===== src/rtl/bcd_pkg.sv =====
// Shared constants, FSM state type and digit helpers for the serial packed-BCD adder.
package bcd_pkg;

    localparam int unsigned DIGIT_W     = 4;
    localparam int unsigned WORD_DIGITS = 4;
    localparam int unsigned WORD_W      = 16;

    typedef enum logic [1:0] {
        StIdle,
        StRun,
        StDone
    } state_e;

    // Per-digit nines complement; only meaningful for valid BCD digits.
    function automatic logic [WORD_W-1:0] nines_word(input logic [WORD_W-1:0] w);
        logic [WORD_W-1:0] r;
        r = '0;
        for (int i = 0; i < WORD_DIGITS; i++) begin
            r[i*DIGIT_W +: DIGIT_W] = 4'd9 - w[i*DIGIT_W +: DIGIT_W];
        end
        return r;
    endfunction

    function automatic logic bcd_word_valid(input logic [WORD_W-1:0] w);
        logic ok;
        ok = 1'b1;
        for (int i = 0; i < WORD_DIGITS; i++) begin
            if (w[i*DIGIT_W +: DIGIT_W] > 4'd9) begin
                ok = 1'b0;
            end
        end
        return ok;
    endfunction

endpackage


===== src/rtl/bcd_word_adder.sv =====
// Combinational 4-digit packed-BCD adder with decimal carry in and out.
module bcd_word_adder
    import bcd_pkg::*;
(
    input  logic [WORD_W-1:0] a_i,
    input  logic [WORD_W-1:0] b_i,
    input  logic              cin_i,
    output logic [WORD_W-1:0] sum_o,
    output logic              cout_o
);

    logic       c;
    logic [4:0] s;

    always_comb begin
        c     = cin_i;
        s     = '0;
        sum_o = '0;
        for (int i = 0; i < WORD_DIGITS; i++) begin
            s = {1'b0, a_i[i*DIGIT_W +: DIGIT_W]} + {1'b0, b_i[i*DIGIT_W +: DIGIT_W]} + {4'b0, c};
            // Binary digit sum is at most 19; adding 6 folds 10..19 back into 0..9 with a carry.
            if (s > 5'd9) begin
                s = s + 5'd6;
                c = 1'b1;
            end else begin
                c = 1'b0;
            end
            sum_o[i*DIGIT_W +: DIGIT_W] = s[3:0];
        end
        cout_o = c;
    end

endmodule


===== src/rtl/bcd_serial_adder_ctrl.sv =====
// Wide packed-BCD add/subtract sequencer: one shared 4-digit word adder stepped across
// NUM_WORDS words, least-significant first, with the decimal carry chained in a register.
module bcd_serial_adder_ctrl
    import bcd_pkg::*;
#(
    parameter int unsigned NUM_WORDS = 4,
    parameter int unsigned W         = 16 * NUM_WORDS
) (
    input  logic         clk,
    input  logic         rst,
    input  logic         start_valid,
    output logic         start_ready,
    input  logic [W-1:0] op_a,
    input  logic [W-1:0] op_b,
    input  logic         cin,
    input  logic         sub,
    output logic         res_valid,
    input  logic         res_ready,
    output logic [W-1:0] result,
    output logic         cout,
    output logic         err
);

    localparam int unsigned IdxW = (NUM_WORDS > 1) ? $clog2(NUM_WORDS) : 1;

    state_e          state_q, state_d;
    logic [W-1:0]    a_q, a_d;
    logic [W-1:0]    b_q, b_d;
    logic [W-1:0]    result_q, result_d;
    logic [IdxW-1:0] idx_q, idx_d;
    logic            carry_q, carry_d;
    logic            cout_q, cout_d;
    logic            err_q, err_d;
    logic            res_valid_q, res_valid_d;

    logic [W-1:0]      b_nines;
    logic              ops_ok;
    logic [WORD_W-1:0] word_a, word_b, word_sum;
    logic              word_cout;

    always_comb begin
        ops_ok  = 1'b1;
        b_nines = '0;
        for (int i = 0; i < NUM_WORDS; i++) begin
            ops_ok = ops_ok & bcd_word_valid(op_a[WORD_W*i +: WORD_W])
                            & bcd_word_valid(op_b[WORD_W*i +: WORD_W]);
            b_nines[WORD_W*i +: WORD_W] = nines_word(op_b[WORD_W*i +: WORD_W]);
        end
    end

    assign word_a = a_q[WORD_W*int'(idx_q) +: WORD_W];
    assign word_b = b_q[WORD_W*int'(idx_q) +: WORD_W];

    bcd_word_adder u_word_adder (
        .a_i    (word_a),
        .b_i    (word_b),
        .cin_i  (carry_q),
        .sum_o  (word_sum),
        .cout_o (word_cout)
    );

    always_comb begin
        state_d     = state_q;
        a_d         = a_q;
        b_d         = b_q;
        result_d    = result_q;
        idx_d       = idx_q;
        carry_d     = carry_q;
        cout_d      = cout_q;
        err_d       = err_q;
        res_valid_d = res_valid_q;

        unique case (state_q)
            StIdle: begin
                if (start_valid) begin
                    a_d      = op_a;
                    b_d      = sub ? b_nines : op_b;
                    // Subtraction is A + nines(B) + 1, so the +1 rides in as the first carry.
                    carry_d  = sub ? 1'b1 : cin;
                    idx_d    = '0;
                    result_d = '0;
                    cout_d   = 1'b0;
                    if (!ops_ok) begin
                        err_d       = 1'b1;
                        res_valid_d = 1'b1;
                        state_d     = StDone;
                    end else begin
                        err_d   = 1'b0;
                        state_d = StRun;
                    end
                end
            end
            StRun: begin
                result_d[WORD_W*int'(idx_q) +: WORD_W] = word_sum;
                carry_d = word_cout;
                idx_d   = idx_q + 1'b1;
                if (idx_q == IdxW'(NUM_WORDS - 1)) begin
                    idx_d       = '0;
                    cout_d      = word_cout;
                    res_valid_d = 1'b1;
                    state_d     = StDone;
                end
            end
            StDone: begin
                if (res_ready) begin
                    res_valid_d = 1'b0;
                    state_d     = StIdle;
                end
            end
            default: state_d = StIdle;
        endcase
    end

    always_ff @(posedge clk or posedge rst) begin
        if (rst) begin
            state_q     <= StIdle;
            a_q         <= '0;
            b_q         <= '0;
            result_q    <= '0;
            idx_q       <= '0;
            carry_q     <= 1'b0;
            cout_q      <= 1'b0;
            err_q       <= 1'b0;
            res_valid_q <= 1'b0;
        end else begin
            state_q     <= state_d;
            a_q         <= a_d;
            b_q         <= b_d;
            result_q    <= result_d;
            idx_q       <= idx_d;
            carry_q     <= carry_d;
            cout_q      <= cout_d;
            err_q       <= err_d;
            res_valid_q <= res_valid_d;
        end
    end

    assign start_ready = (state_q == StIdle);
    assign res_valid   = res_valid_q;
    assign result      = result_q;
    assign cout        = cout_q;
    assign err         = err_q;

endmodule


===== config.mk =====
export PLATFORM = sky130hd
export DESIGN_NAME = bcd_serial_adder_ctrl
export DESIGN_NICKNAME = d
export VERILOG_FILES = /design/src/rtl/bcd_pkg.sv /design/src/rtl/bcd_word_adder.sv /design/src/rtl/bcd_serial_adder_ctrl.sv
export SDC_FILE = /design/constraint.sdc
export NUM_CORES = 1
export LEC_CHECK = 0
export BUFFER_PORTS_ARGS = -buffer_cell sky130_fd_sc_hd__buf_4
export CAP_MARGIN = 30
export CORE_MARGIN = 3
export CORE_UTILIZATION = 35
export CTS_BUF_LIST = sky130_fd_sc_hd__clkbuf_4 sky130_fd_sc_hd__clkbuf_8 sky130_fd_sc_hd__clkbuf_16
export DETAILED_ROUTE_END_ITERATION = 16
export PLACE_DENSITY = 0.62
export SYNTH_ARGS = -nofsm -noshare
export SYNTH_HDL_FRONTEND = slang
export SYNTH_SLANG_ARGS = --single-unit

===== constraint.sdc =====
create_clock -name clk -period 13.75 [get_ports clk]
set_clock_uncertainty 0.1 [all_clocks]
set_input_delay 2.75 -clock clk [delete_from_list [all_inputs] [get_ports clk]]
set_output_delay 2.75 -clock clk [all_outputs]
set_load 0.03 [all_outputs]

* Word-level counts from Yosys, hierarchy flattened
Index checks and enable logic that the tools add are counted.
Storage, ports and cells: bits in registers 200
Cells by class: reduce and logical (&&, ||, !) cells 8, order comparisons 36, shift-type cells 4, add/subtract/negate cells 30, bitwise logic cells 7, muxes and demuxes 64, equal/unequal tests 7
Operators with widths (number):
- greater-than comparator 4 bit, second input constant | 32
- 2-to-1 mux 64 bit | 2
- one-hot mux 64 bit (2 select lines) | 1
- variable part select 64 x 7 -> 16 bit | 2
- bitwise mux 64 bit | 1
- variable shift 16 x 34 -> 64 bit, first input constant | 1
- variable part select 16 x 34 -> 64 bit | 1
- subtractor 4 bit, first input constant | 16
- 2-to-1 mux 1 bit | 45
- negation 6 -> 34 bit | 1
- adder 4 x 4 -> 5 bit | 4
- adder 5 x 1 -> 5 bit | 4
- greater-than comparator 5 x 4 -> 1 bit, second input constant | 4
- adder 4 x 3 -> 4 bit, second input constant | 4
- 2-to-1 mux 4 bit | 4
- 2-to-1 mux 2 bit | 6
- != test 2 bit, second input constant | 4
- AND 1 bit | 7
- one-hot mux 2 bit (3 select lines) | 1
- AND reduction 3 bit | 2
- AND reduction 5 bit | 1
- equality test 2 bit, second input constant | 2
- one-hot mux 1 bit (2 select lines) | 2
- one-hot mux 2 bit (2 select lines) | 1
- other kinds (7) | 8

* Logic depth before layout (Yosys ltp)
word-level depth 17, gate-level depth with buffers 36

* Cells and area by module
Synthesis repeated with hierarchy kept, for this count alone.
Second synthesis, totals: cell total of the unflattened synthesis 982, area total of the unflattened synthesis 10266.1 sq um
Modules (own cells, without submodules):
- bcd_serial_adder_ctrl | cells an instance 873, area each 9335.2 sq um, instances 1
- bcd_word_adder | cells an instance 109, area each 930.9 sq um, instances 1

* Worst setup path before layout
OpenSTA, ideal clock, no wires.
path kind reg2reg, from register idx_q[1], to register result_q[14], in the netlist result[14], path buffers 4, setup time 121 ps, period minus slack after synthesis 7804 ps, cell stages (with the launch flop) 36, data required time 13529 ps, slack 5946 ps, arrival 7583 ps, cells stage by stage dfrtp_1 buf_2 buf_2 buf_2 mux4_2 fa_1 fa_1 clkbuf_1 xnor2_1 and2_1 inv_1 a21boi_0 fa_1 inv_1 fa_1 xor2_1 nor2_1 inv_1 a21boi_0 fa_1 inv_1 fa_1 xnor2_1 and2_1 inv_1 a21boi_0 fa_1 inv_1 fa_1 xor2_1 inv_1 ha_1 and2_1 o31ai_1 o211ai_1 a22o_1
On the way: cells in the longest elaborated chain, start to end 17
Ends and longest elaborated chain:
- start: declaration | RTL line bcd_serial_adder_ctrl.sv:30 | logic [IdxW-1:0] idx_q, idx_d;
- start signal: assignment | RTL line bcd_serial_adder_ctrl.sv:130 | idx_q <= idx_d;
- variable part select 64 x 7 -> 16 bit, on equally long branches | RTL line bcd_serial_adder_ctrl.sv:51, bcd_serial_adder_ctrl.sv:52
- adder 4 x 4 -> 5 bit | RTL line bcd_word_adder.sv:20 | s = {1'b0, a_i[i*DIGIT_W +: DIGIT_W]} + {1'b0, b_i[i*DIGIT_W +: DIGIT_W]} + {4'b0, c};
- adder 5 x 1 -> 5 bit | RTL line bcd_word_adder.sv:20
- greater-than comparator 5 x 4 -> 1 bit | RTL line bcd_word_adder.sv:22 | if (s > 5'd9) begin
- 2-to-1 mux 1 bit | RTL line bcd_word_adder.sv:22
- adder 5 x 1 -> 5 bit | RTL line bcd_word_adder.sv:20
- greater-than comparator 5 x 4 -> 1 bit | RTL line bcd_word_adder.sv:22
- 2-to-1 mux 1 bit | RTL line bcd_word_adder.sv:22
- adder 5 x 1 -> 5 bit | RTL line bcd_word_adder.sv:20
- greater-than comparator 5 x 4 -> 1 bit | RTL line bcd_word_adder.sv:22
- 2-to-1 mux 1 bit | RTL line bcd_word_adder.sv:22
- adder 5 x 1 -> 5 bit | RTL line bcd_word_adder.sv:20
- adder 4 x 3 -> 4 bit / greater-than comparator 5 x 4 -> 1 bit (equally long branches) | RTL line bcd_word_adder.sv:23, bcd_word_adder.sv:22
- 2-to-1 mux 4 bit | RTL line bcd_word_adder.sv:22
- variable part select 16 x 34 -> 64 bit | RTL line bcd_serial_adder_ctrl.sv:94 | result_d[WORD_W*int'(idx_q) +: WORD_W] = word_sum;
- bitwise mux 64 bit * | RTL line bcd_serial_adder_ctrl.sv:94
- one-hot mux 64 bit (2 select lines) * | RTL line bcd_serial_adder_ctrl.sv:73 | unique case (state_q)
- end signal: assignment | RTL line bcd_serial_adder_ctrl.sv:129 | result_q <= result_d;
- end: declaration | RTL line bcd_serial_adder_ctrl.sv:29 | logic [W-1:0] result_q, result_d;
Mark *: on every way between the ends. The rest lies on a longest branch, timed or not. A chain may end at the register's enable or synchronous reset.

* Final worst setup path
from register idx_q[0], to register result_q[46], in the netlist result[46]
The elaborated chain is that of the path after synthesis.

==> results.py <==
metrics = {
    "status": {
        "status": "finished, final reports clean",
    },
    "synthesis": {
        "synth.avg_cell_area_um2": 11.00,
        "synth.area.top_cells": "dfrtp_1 48%, mux2_2 8.6%, mux4_2 6.9%",
        "syn_inst": 956,
        "synth_edf_count": 0,
        "syn_nets": 1134,
        "synth_top_flop_cell": "dfrtp_1",
        "seq_area_frac_synth": 0.4757,
        "synth_commonest_cells": "200 x dfrtp_1, 85 x nand2_1, 80 x mux2_2",
        "yosysUniqueCellTypes": 59,
        "synth_area_mm2": 0.01052,
        "ys_warn_count": 0,
        "netlist.area_leader.share": 0.4757,
        "synthArstFlopShare": 1.000,
        "synth.most_common_cell": "dfrtp_1",
        "synth_seq_cells": 200,
        "yosys.area.top_type": "dfrtp_1",
    },
    "power": {
        "finalPower_mw": 2.023,
        "leakagePower_nw": 5.806,
        "pwr_density_cell_mw_per_mm2": 156.0,
        "vdd_drop_max_mv": 0.09742,
    },
    "global_route": {
        "grt_usage": 0.1858,
        "overflow": 0,
        "grt_max_degree": 104,
        "grt_pass1_vias": 7880,
        "antenna_found_initial": 0,
        "grt_pass1_wl_um": 45200,
    },
    "routing": {
        "viasPerCell": 5.198,
        "ant_nets": 0,
        "routed_wl_um": 29410,
        "first_iter_violations": 516,
        "drc": 0,
        "wl_per_cell_um": 19.25,
        "vias": 7942,
        "firstDrtPassIters": 4,
    },
    "min_path": {
        "min_path_type": "register to register",
    },
    "timing": {
        "worst_slack_ns": 4.844,
        "period_needed_ns": 8.906,
        "period_share": 0.6477,
        "max_freq_mhz": 112.3,
        "hold_viol_final": 0,
        "drv_slew": 0,
        "finalSetupViolations": 0,
        "tns_ns": 0,
        "worstMarginPinSlew_ns": 1.005,
        "holdWs_ns": 0.3848,
        "max_slew_margin": 0.3244,
        "grt_setup_unrepaired": "no",
    },
    "critical_path": {
        "cp-end-kind": "register",
        "required_ns": 13.98,
        "max_stage_delay_ns": 0.75,
        "worst_ep_arrival_time_ns": 9.14,
        "critical_path_class": "register to register",
        "cp-start-kind": "register",
        "crit_path_frequent_cell": "fa_1",
        "crit_path_max_fanout": 22,
        "slowest_stage": "dfrtp_2",
    },
    "placement": {
        "place_area_mm2": 0.01235,
        "place_inst": 1496,
        "pre_cts_slack_ns": 4.815,
        "portBuffers": 201,
        "globalplace.congestion": 0.8769,
        "place_hpwl_um": 22850,
    },
    "cells_and_area": {
        "area_growth_pct": 23.30,
        "nNetsFinal": 1309,
        "fin_util": 0.4447,
        "design_area_mm2": 0.01297,
        "diodes": 0,
        "stdcell_count": 1528,
        "final_layout_size_suffix_gt1_frac": 0.3182,
    },
    "clock_network": {
        "clock_path_buffers": 2,
        "htreeDepth": 4,
        "cts_hold_buf": 0,
        "post_cts_resized": 0,
        "cts_tree": "done",
        "cts_setup_buffers": 0,
        "cts-root-buf": "clkbuf_16",
        "insertion_delay_ns": 0.45,
        "numCtsBuffers": 17,
        "clk_pin_slew_ns": 0.09,
        "cts.sinks": 200,
    },
    "floorplan": {
        "initial_core_util": 0.3607,
        "die_h_um": 179.4,
        "die_area_mm2": 0.03217,
        "num_rows": 62,
        "core_mm2": 0.02917,
        "die_w_um": 179.4,
        "pin_count": 202,
    },
    "job": {
        "max-cap-violations": 0,
    },
}
[logic make-up after synthesis]
kind of cell / share of synthesized area
flip-flops: 0.4757
AND/OR/NAND/NOR: 0.09313
buffers and inverters: 0.04448
multiplexers: 0.1754
XOR/XNOR: 0.03164
AO/OA/AOI/OAI: 0.1216
adder cells (fa/ha/maj): 0.05804
[cells in the final DEF (no fill, tap or decap), types with 9 or more instances in the layout]
master     count
mux2_2        80
ha_1          36
nand2_1       85
mux4_2        32
o21ai_0       73
buf_4        206
a21oi_1       63
dfrtp_1      198
a21o_1        12
o21ai_1       14
nor2_1        62
xnor2_1       20
nand4_1        9
xor2_1        18
inv_1         57
mux2i_1       21
clkbuf_16     17
a22o_1        13
[registers in the layout, indices dropped and copies added, names as in the netlist]
name,flops
state_q,2
res_valid,1
carry_q,1
b_q,64
cout,1
result,64
err,1
idx_q,2
a_q,64
[metal layers]
layer / vias to the layer above / GRT usage / part of all wire
met5: - / 0 / 0
met3: 30 / 0.02887 / 0.050
met4: 0 / 0.05187 / 0.016
met1: 3962 / 0.2572 / 0.45
met2: 226 / 0.3049 / 0.49
li1: 3724 / - / -
[worst paths after layout]
check	start	endpoint	slack, ns	depth (start not counted)
worst min-delay path	result[33]	result[33]	0.38	2
min in group asynchronous	rst	b_q[8]	2.17	2
worst max-delay path	idx_q[0]	result[46]	4.84	31
worst max register to register	idx_q[0]	result[46]	4.84	31
worst min register to register	result[33]	result[33]	0.38	2
max in group asynchronous	rst	a_q[18]	9.87	4
[power by group]
group / internal (mW) / switching (mW) / total [mW]
Clock: 0.251 / 0.269 / 0.519
Combinational: 0.321 / 0.455 / 0.776
Sequential: 0.675 / 0.0525 / 0.728
Total: 1.25 / 0.776 / 2.02
[area by class of cell]
cell class	count	area, um^2
clock buffers	17	425.4
inverters	59	229.0
fillers	2861	16200
well taps	384	480.5
multi-input cells	644	5050
repair buffers	209	1584
clock inverters	15	195.2
flip-flops and latches	200	5007
[worst max-delay path, delay by kind of cell, from the launching register on]
kind,cells,cell delay [ns]
AOI/OAI and AO/OA,8,1.85
muxes,1,0.57
and+or+nand+nor,3,0.56
adders and majority gates,9,3.30
buffers and inverters,7,0.78
xor gates and xnor gates,3,0.87
DFF,1,0.75
(Power assumes the default switching activity.)
